$ cat src/rtl/clk_div_prog.sv
// Runtime-programmable integer clock divider with 50% duty for even and odd ratios.
// Ratio changes are double-buffered and adopted only on period boundaries.
module clk_div_prog #(
    parameter int unsigned WIDTH         = 4,
    parameter int unsigned DEFAULT_RATIO = 2
) (
    input  logic             clock,
    input  logic             reset_n,
    input  logic             enable,
    input  logic             load,
    input  logic [WIDTH-1:0] div_ratio,
    output logic             clk_out,
    output logic             active,
    output logic [WIDTH-1:0] cur_ratio,
    output logic             ratio_ack,
    output logic             ratio_err
);

    typedef enum logic [1:0] {IDLE, RUN, DRAIN} state_t;

    localparam logic [WIDTH-1:0] RESET_RATIO = WIDTH'(DEFAULT_RATIO);

    state_t           state_q, state_d;
    logic [WIDTH-1:0] cnt_q, cnt_d;
    logic [WIDTH-1:0] cur_ratio_q, cur_ratio_d;
    logic [WIDTH-1:0] pend_q, pend_d;
    logic             pend_vld_q, pend_vld_d;
    logic             p_q, p_d;
    logic             n_q, n_d;
    logic             active_q, active_d;
    logic             ack_q, ack_d;
    logic             err_q, err_d;

    logic             load_ok;
    logic             boundary;
    logic             adopt_edge;
    logic [WIDTH-1:0] cnt_inc;

    always_comb begin
        load_ok     = load && (div_ratio >= WIDTH'(2));
        boundary    = (state_q != IDLE) && (cnt_q == cur_ratio_q - 1'b1);
        adopt_edge  = boundary || (state_q == IDLE);
        cnt_inc     = cnt_q + 1'b1;

        state_d     = state_q;
        cnt_d       = cnt_q;
        p_d         = p_q;
        active_d    = active_q;
        cur_ratio_d = cur_ratio_q;
        pend_d      = pend_q;
        pend_vld_d  = pend_vld_q;
        ack_d       = 1'b0;
        err_d       = load && !load_ok;
        n_d         = p_q;

        // A load landing on the adoption edge bypasses the pending register.
        if (adopt_edge) begin
            if (load_ok) begin
                cur_ratio_d = div_ratio;
                ack_d       = 1'b1;
                pend_vld_d  = 1'b0;
            end else if (pend_vld_q) begin
                cur_ratio_d = pend_q;
                ack_d       = 1'b1;
                pend_vld_d  = 1'b0;
            end
        end else if (load_ok) begin
            pend_d     = div_ratio;
            pend_vld_d = 1'b1;
        end

        case (state_q)
            IDLE: begin
                if (enable) begin
                    state_d  = RUN;
                    cnt_d    = '0;
                    p_d      = 1'b1;
                    active_d = 1'b1;
                end
            end
            default: begin
                if (boundary) begin
                    cnt_d = '0;
                    if (enable) begin
                        state_d  = RUN;
                        p_d      = 1'b1;
                        active_d = 1'b1;
                    end else begin
                        state_d  = IDLE;
                        p_d      = 1'b0;
                        active_d = 1'b0;
                    end
                end else begin
                    cnt_d   = cnt_inc;
                    p_d     = cnt_inc < (cur_ratio_q >> 1);
                    state_d = enable ? RUN : DRAIN;
                end
            end
        endcase
    end

    always_ff @(posedge clock or negedge reset_n) begin
        if (!reset_n) begin
            state_q     <= IDLE;
            cnt_q       <= '0;
            p_q         <= 1'b0;
            active_q    <= 1'b0;
            cur_ratio_q <= RESET_RATIO;
            pend_q      <= '0;
            pend_vld_q  <= 1'b0;
            ack_q       <= 1'b0;
            err_q       <= 1'b0;
        end else begin
            state_q     <= state_d;
            cnt_q       <= cnt_d;
            p_q         <= p_d;
            active_q    <= active_d;
            cur_ratio_q <= cur_ratio_d;
            pend_q      <= pend_d;
            pend_vld_q  <= pend_vld_d;
            ack_q       <= ack_d;
            err_q       <= err_d;
        end
    end

    // Half-cycle extension of the high phase, used only for odd ratios.
    always_ff @(negedge clock or negedge reset_n) begin
        if (!reset_n) begin
            n_q <= 1'b0;
        end else begin
            n_q <= n_d;
        end
    end

    assign clk_out   = cur_ratio_q[0] ? (p_q | n_q) : p_q;
    assign active    = active_q;
    assign cur_ratio = cur_ratio_q;
    assign ratio_ack = ack_q;
    assign ratio_err = err_q;

endmodule

$ cat config.mk
export PLATFORM = sky130hd
export DESIGN_NAME = clk_div_prog
export DESIGN_NICKNAME = d
export VERILOG_FILES = /design/src/rtl/clk_div_prog.sv
export SDC_FILE = /design/constraint.sdc
export NUM_CORES = 1
export LEC_CHECK = 0
export BUFFER_PORTS_ARGS = -buffer_cell sky130_fd_sc_hd__clkbuf_2
export CORE_MARGIN = 2
export CORE_UTILIZATION = 55
export DETAILED_ROUTE_END_ITERATION = 12
export PLACE_DENSITY = 0.77
export SLEW_MARGIN = 15
export SYNTH_ARGS = -nofsm -noshare
export SYNTH_HDL_FRONTEND = slang
export SYNTH_SLANG_ARGS = --single-unit
$ cat constraint.sdc
create_clock -name clock -period 2.8 [get_ports clock]
set_input_delay 0.14 -clock clock [delete_from_list [all_inputs] [get_ports clock]]
set_output_delay 0.14 -clock clock [all_outputs]
set_load 0.02 [all_outputs]
After elaboration in Yosys (flattened, before gate mapping)
Index checks and enable logic that the tools add are counted.
{"block": "totals", "reg_bits": 20, "output_inout_bits": 8, "in_bits": 8, "wordCells": 53}
{"block": "classes", "mux": 22, "eq_ne": 2, "bitwise": 2, "n_lt_le_gt_ge": 2, "n_reduce_logical": 13, "n_addsub": 2}
{"operator": "$mux 4", "n": 5}
{"operator": "$mux 1", "n": 13}
{"operator": "$mux 2", "n": 4}
{"operator": "$reduce_bool 2->1", "n": 4}
{"operator": "$reduce_and 2->1", "n": 3}
{"operator": "$add 4x1->4 const B", "n": 1}
{"operator": "$eq 4x4->1", "n": 1}
{"operator": "$ge 4x2->1 const B", "n": 1}
{"operator": "$lt 4x3->1", "n": 1}
{"operator": "$sub 4x1->4 const B", "n": 1}
{"operator": "$logic_and 1x1->1", "n": 3}
{"operator": "$logic_not 2->1", "n": 1}
{"operator": "$ne 2x2->1 const B", "n": 1}
{"operator": "$logic_not 1->1", "n": 1}
{"operator": "$logic_or 1x1->1", "n": 1}
{"operator": "$not 1->1", "n": 1}
{"operator": "$or 1x1->1", "n": 1}

Longest topological paths before layout
{"block": "logic_depth", "word_depth": 6, "depth_mapped": 7, "depth_no_buf": 7}

==> results.md <==
GRT:
- The number of antenna violations at the first check in global routing is 0.
- The met1 track utilization from global routing is 27.6%.
- Global routing used 3.94% of the available met3 tracks.
- The total track usage is 21.3%.
- The met2 track demand over resource is 35.6%.
- The total congestion overflow is 0.
- The layer flagged by global routing as most heavily used is met2.
- Entering global routing, the biggest net connects 21 pins.
- The first global-routing pass estimated 3990 µm of wire.
- The number of global-route vias before repair is 867.

Logic synthesis:
- The simple-gate share of the synthesized area is 13.3%.
- The number of synthesized flops with an enable pin is 0.
- After Yosys synthesis, full adders, half adders and majority gates account for 4.40% of the synthesized area.
- The main combinational cell family by area after synthesis is compound AO/OA/AOI/OAI gates.
- The multiplexer area fraction after synthesis is 3.96%.
- After synthesis, the share of flip-flops with an asynchronous set or reset is 100%.
- The number of warnings reported in the yosys synthesis log is 0.
- After technology mapping, the gate count stands at roughly 110.
- The distinct cell type count after synthesis is 40.
- Summing the areas of all xor and xnor instances in the mapped netlist gives under 10% of the synthesized area.
- The flip-flop cell with the highest count after synthesis is sky130_fd_sc_hd__dfrtp_1.
- The mean cell area of the mapped netlist is 10.7 µm².
- The synthesized netlist net count is about 120.
- The post-synthesis cell area is 1140 µm².
- Counting flops and latches in the post-synthesis netlist gives 20.
- The share of the yosys chip area belonging to registers is 44.1%.
- The area fraction in compound gates after synthesis is 22.9%.

STA:
- Summed over all failing endpoints, the final setup total negative slack is 0 ns.
- The slew at the pin closest to its max-slew limit is 0.556 ns.
- The number of hold-slack violations in the final timing report is 0.
- The setup violation total in the final timing report is 0.
- The relative slew slack is 62.8%.
- Across the routed clock network, the largest skew measured is 0.00936 ns.
- The count of pins over their slew limit is 0.
- Setup repair after global routing left no endpoint under its margin.
- Hold timing on the final database bottoms out at a slack of 0.0323 ns.

Power:
- Sequential cells account for roughly 33% of the total power.
- The internal portion of the total power is 0.000908 W.
- In this run the power density over the cells is around 1300 nW/µm².
- The static power due to leakage is between 0.6 and 0.7 nW.
- The completed layout was analyzed and its total power is 0.00166 W.
- The switching power of the nets is between 0.0007 and 0.0008 W.
- In this run, the clock network consumes under 10% of the power.
- The proportion of power drawn by combinational gates is between 50 and 60%.
- Across the VDD grid, the largest voltage drop is 0.704 mV.
- In this run switching power makes up 45.2% of total power.

CTS:
- Clock-pin slew was measured on the worst setup and hold paths at approximately 0.11 ns.
- The clock tree from TritonCTS is built.
- The number of clock sinks is 20.
- The number of H-tree levels is 1.
- The number of cells upsized or downsized after cts is 0.
- The cell sitting at the root of the clock tree is a sky130_fd_sc_hd__clkbuf_4.
- Clock tree synthesis inserted a total of 3 buffers.
- The worst-skew pair later-pin latency is around 0.3 ns.
- The deepest clock path buffer count is 2.

Floorplan:
- The floorplan step set the die width to 49.5 µm.
- The height of the die is 49.5 µm.
- For this design the top-level I/O count stands at 16.
- The starting utilization of the core area is 58.0%.
- In this run the standard cell core region covers 1960 µm².
- The row count is 16.
- The floorplan die area is 2450 µm².

Final layout:
- At the end of the flow, the number of nets in the layout was 137.
- Summing all flip-flop and latch instances after layout gives 502 µm².
- In the final layout, the multi-input gates occupy 597 µm².
- The layout overhead on the synthesized area is 12.3%.
- The number of filler cells placed in the layout is approximately 180.
- The top cell types in the final layout, fill and taps aside, are sky130_fd_sc_hd__dfrtp_1, sky130_fd_sc_hd__clkbuf_2, sky130_fd_sc_hd__nor2_1.
- The count of inserted antenna diode cells is 0.
- The post-route core utilization is 65.1%.
- Leaving out fill and tap cells, the most frequent cell in the layout is sky130_fd_sc_hd__dfrtp_1.
- The post-route netlist has 25.8% of its cells at a drive strength greater than 1.

Worst hold path:
- The worst hold path terminates at state_q[0]$_DFFE_PN0P_.
- The worst hold path begins at enable.
- The class of the most critical hold timing path is in -> reg.
- The hold path depth is 1.

Drt:
- The routed wire length is approximately 2300 µm.
- The post-detailed-route DRC marker count is 0.
- The total number of vias is 883.
- The number of violations reported at the end of detailed-routing iteration 0 is 26.
- Before antenna repair, the detailed router went through 4 iterations.
- Once detail routing completed, the nets flagged for antenna violations numbered 0.
- Dividing the detail-routed wire length by the instance count gives 15.2 µm.
- The ratio of routed vias to standard cells is 5.85.

Setup path:
- At the worst endpoint, the required time is 2.66 ns.
- The worst register-to-register path has a setup slack of 0.66 ns.
- The number of cells on the worst reg-to-reg path is 7.
- The origin of the critical flop-to-flop path is cur_ratio[1]$_DFFE_PN1P_.
- The critical path arrival is between 2 and 2.5 ns.
- The capture instance of the worst register-to-register path is cur_ratio[0]$_DFFE_PN0P_.
- Of all nets on the critical path, the largest fanout is 1.
- The kind of end point of the critical path is an output pin.
- The startpoint-to-endpoint class of the critical path is reg -> out.
- STA classifies the critical path startpoint as a flop.

Placed design:
- The congestion estimate from routability-driven global placement came to 0.902.
- The estimated wirelength of the detail-placed design is 1720 µm.
- Port buffering added 15 buffers.

Run status:
- The flow ran to the end, and the final reports show no timing, DRC or antenna violations.

Flow run:
- Across the run, the number of max-cap violations was 0.
how the worst max path moves through the flow:
stage	startpoint	end	slack, ns
after floorplan	cur_ratio[1]$_DFFE_PN1P_	pend_q[0]$_DFFE_PN0P_	0.68
after global placement	n_q$_DFF_NN0_	clk_out	0.61
after detailed placement	n_q$_DFF_NN0_	clk_out	0.60
after CTS	n_q$_DFF_NN0_	clk_out	0.27
after global routing	n_q$_DFF_NN0_	clk_out	0.25
final	n_q$_DFF_NN0_	clk_out	0.28
metrics by stage:
step | area [µm²] | cells | worst slack, ns
6_report | 1280 | 151 | 0.278
3_3_place_gp | 1240 | 146 | 0.614
5_1_grt | 1280 | 151 | 0.249
3_5_place_dp | 1240 | 146 | 0.602
4_1_cts | 1280 | 151 | 0.274
2_1_floorplan | 1140 | 106 | 0.682
cell type report:
type	count	area share, %
clock buffers	4	2.06
inverters	7	2.06
multi-input cells	76	46.7
flip-flops and latches	20	39.3
well taps	27	2.64
repair buffers	17	7.25
cell usage after synthesis, types with 2 or more instances:
cell type	count	share of area, %
sky130_fd_sc_hd__dfrtp_1	18	40
sky130_fd_sc_hd__nor2_1	8	2.6
sky130_fd_sc_hd__inv_1	7	2.3
sky130_fd_sc_hd__o21ai_0	7	3.1
sky130_fd_sc_hd__a22oi_1	4	2.6
sky130_fd_sc_hd__ha_1	4	4.4
sky130_fd_sc_hd__nand2b_1	4	2.2
sky130_fd_sc_hd__nand3_1	4	1.8
sky130_fd_sc_hd__xor2_1	4	3.1
sky130_fd_sc_hd__a2bb2oi_1	3	2.3
sky130_fd_sc_hd__and3_1	3	1.7
sky130_fd_sc_hd__mux2_4	3	4.0
sky130_fd_sc_hd__nand2_1	3	0.99
sky130_fd_sc_hd__o211ai_1	3	2.0
sky130_fd_sc_hd__a21boi_0	2	1.3
sky130_fd_sc_hd__a21oi_1	2	0.88
sky130_fd_sc_hd__a31oi_1	2	1.1
sky130_fd_sc_hd__nand3b_1	2	1.3
sky130_fd_sc_hd__xnor2_2	2	2.9
routing by layer:
metal	wire length (µm)	vias to the layer above
li1	-	422
met1	1020	437
met2	1150	19
met3	85	5
met4	34	0
met5	0	-
worst max-delay path: stages, from the launching register on:
cell	delay (ns)
sky130_fd_sc_hd__dfrtn_1	0.34
sky130_fd_sc_hd__a21o_2	0.20
sky130_fd_sc_hd__clkbuf_2	0.15
flip-flops by register name, indices dropped and copies added (netlist names), 2 cells and up:
signal	count
cur_ratio	4
state_q	2
pend_q	4
cnt_q	4
power groups by stage:
stage / Combinational [W] / Clock [W] / Sequential [W]
2_1_floorplan: 0.000700 / 0 / 0.000576
3_3_place_gp: 0.000943 / 0 / 0.000544
3_5_place_dp: 0.000965 / 0 / 0.000549
4_1_cts: 0.000969 / 0.000147 / 0.000544
5_1_grt: 0.00107 / 0.000158 / 0.000563
6_report: 0.000967 / 0.000143 / 0.000545
kinds of logic (layout without fill, tap and decap cells):
group           Yosys count  in the layout
buf+inv                  10             28
simple gates             28             28
compound gates           34             34
flops                    20             20
xor+xnor                  7              7
mux                       3              3
fa+ha+maj                 4              4
repair_timing:
item / 4_1_cts / 5_1_grt
hold buffers: 1 / 0
setup endpoints to repair: 0 / 0
hold endpoints to repair: 18 / 0
buffers inserted: 0 / 0
Note: power is estimated with default switching activity, not from simulation.
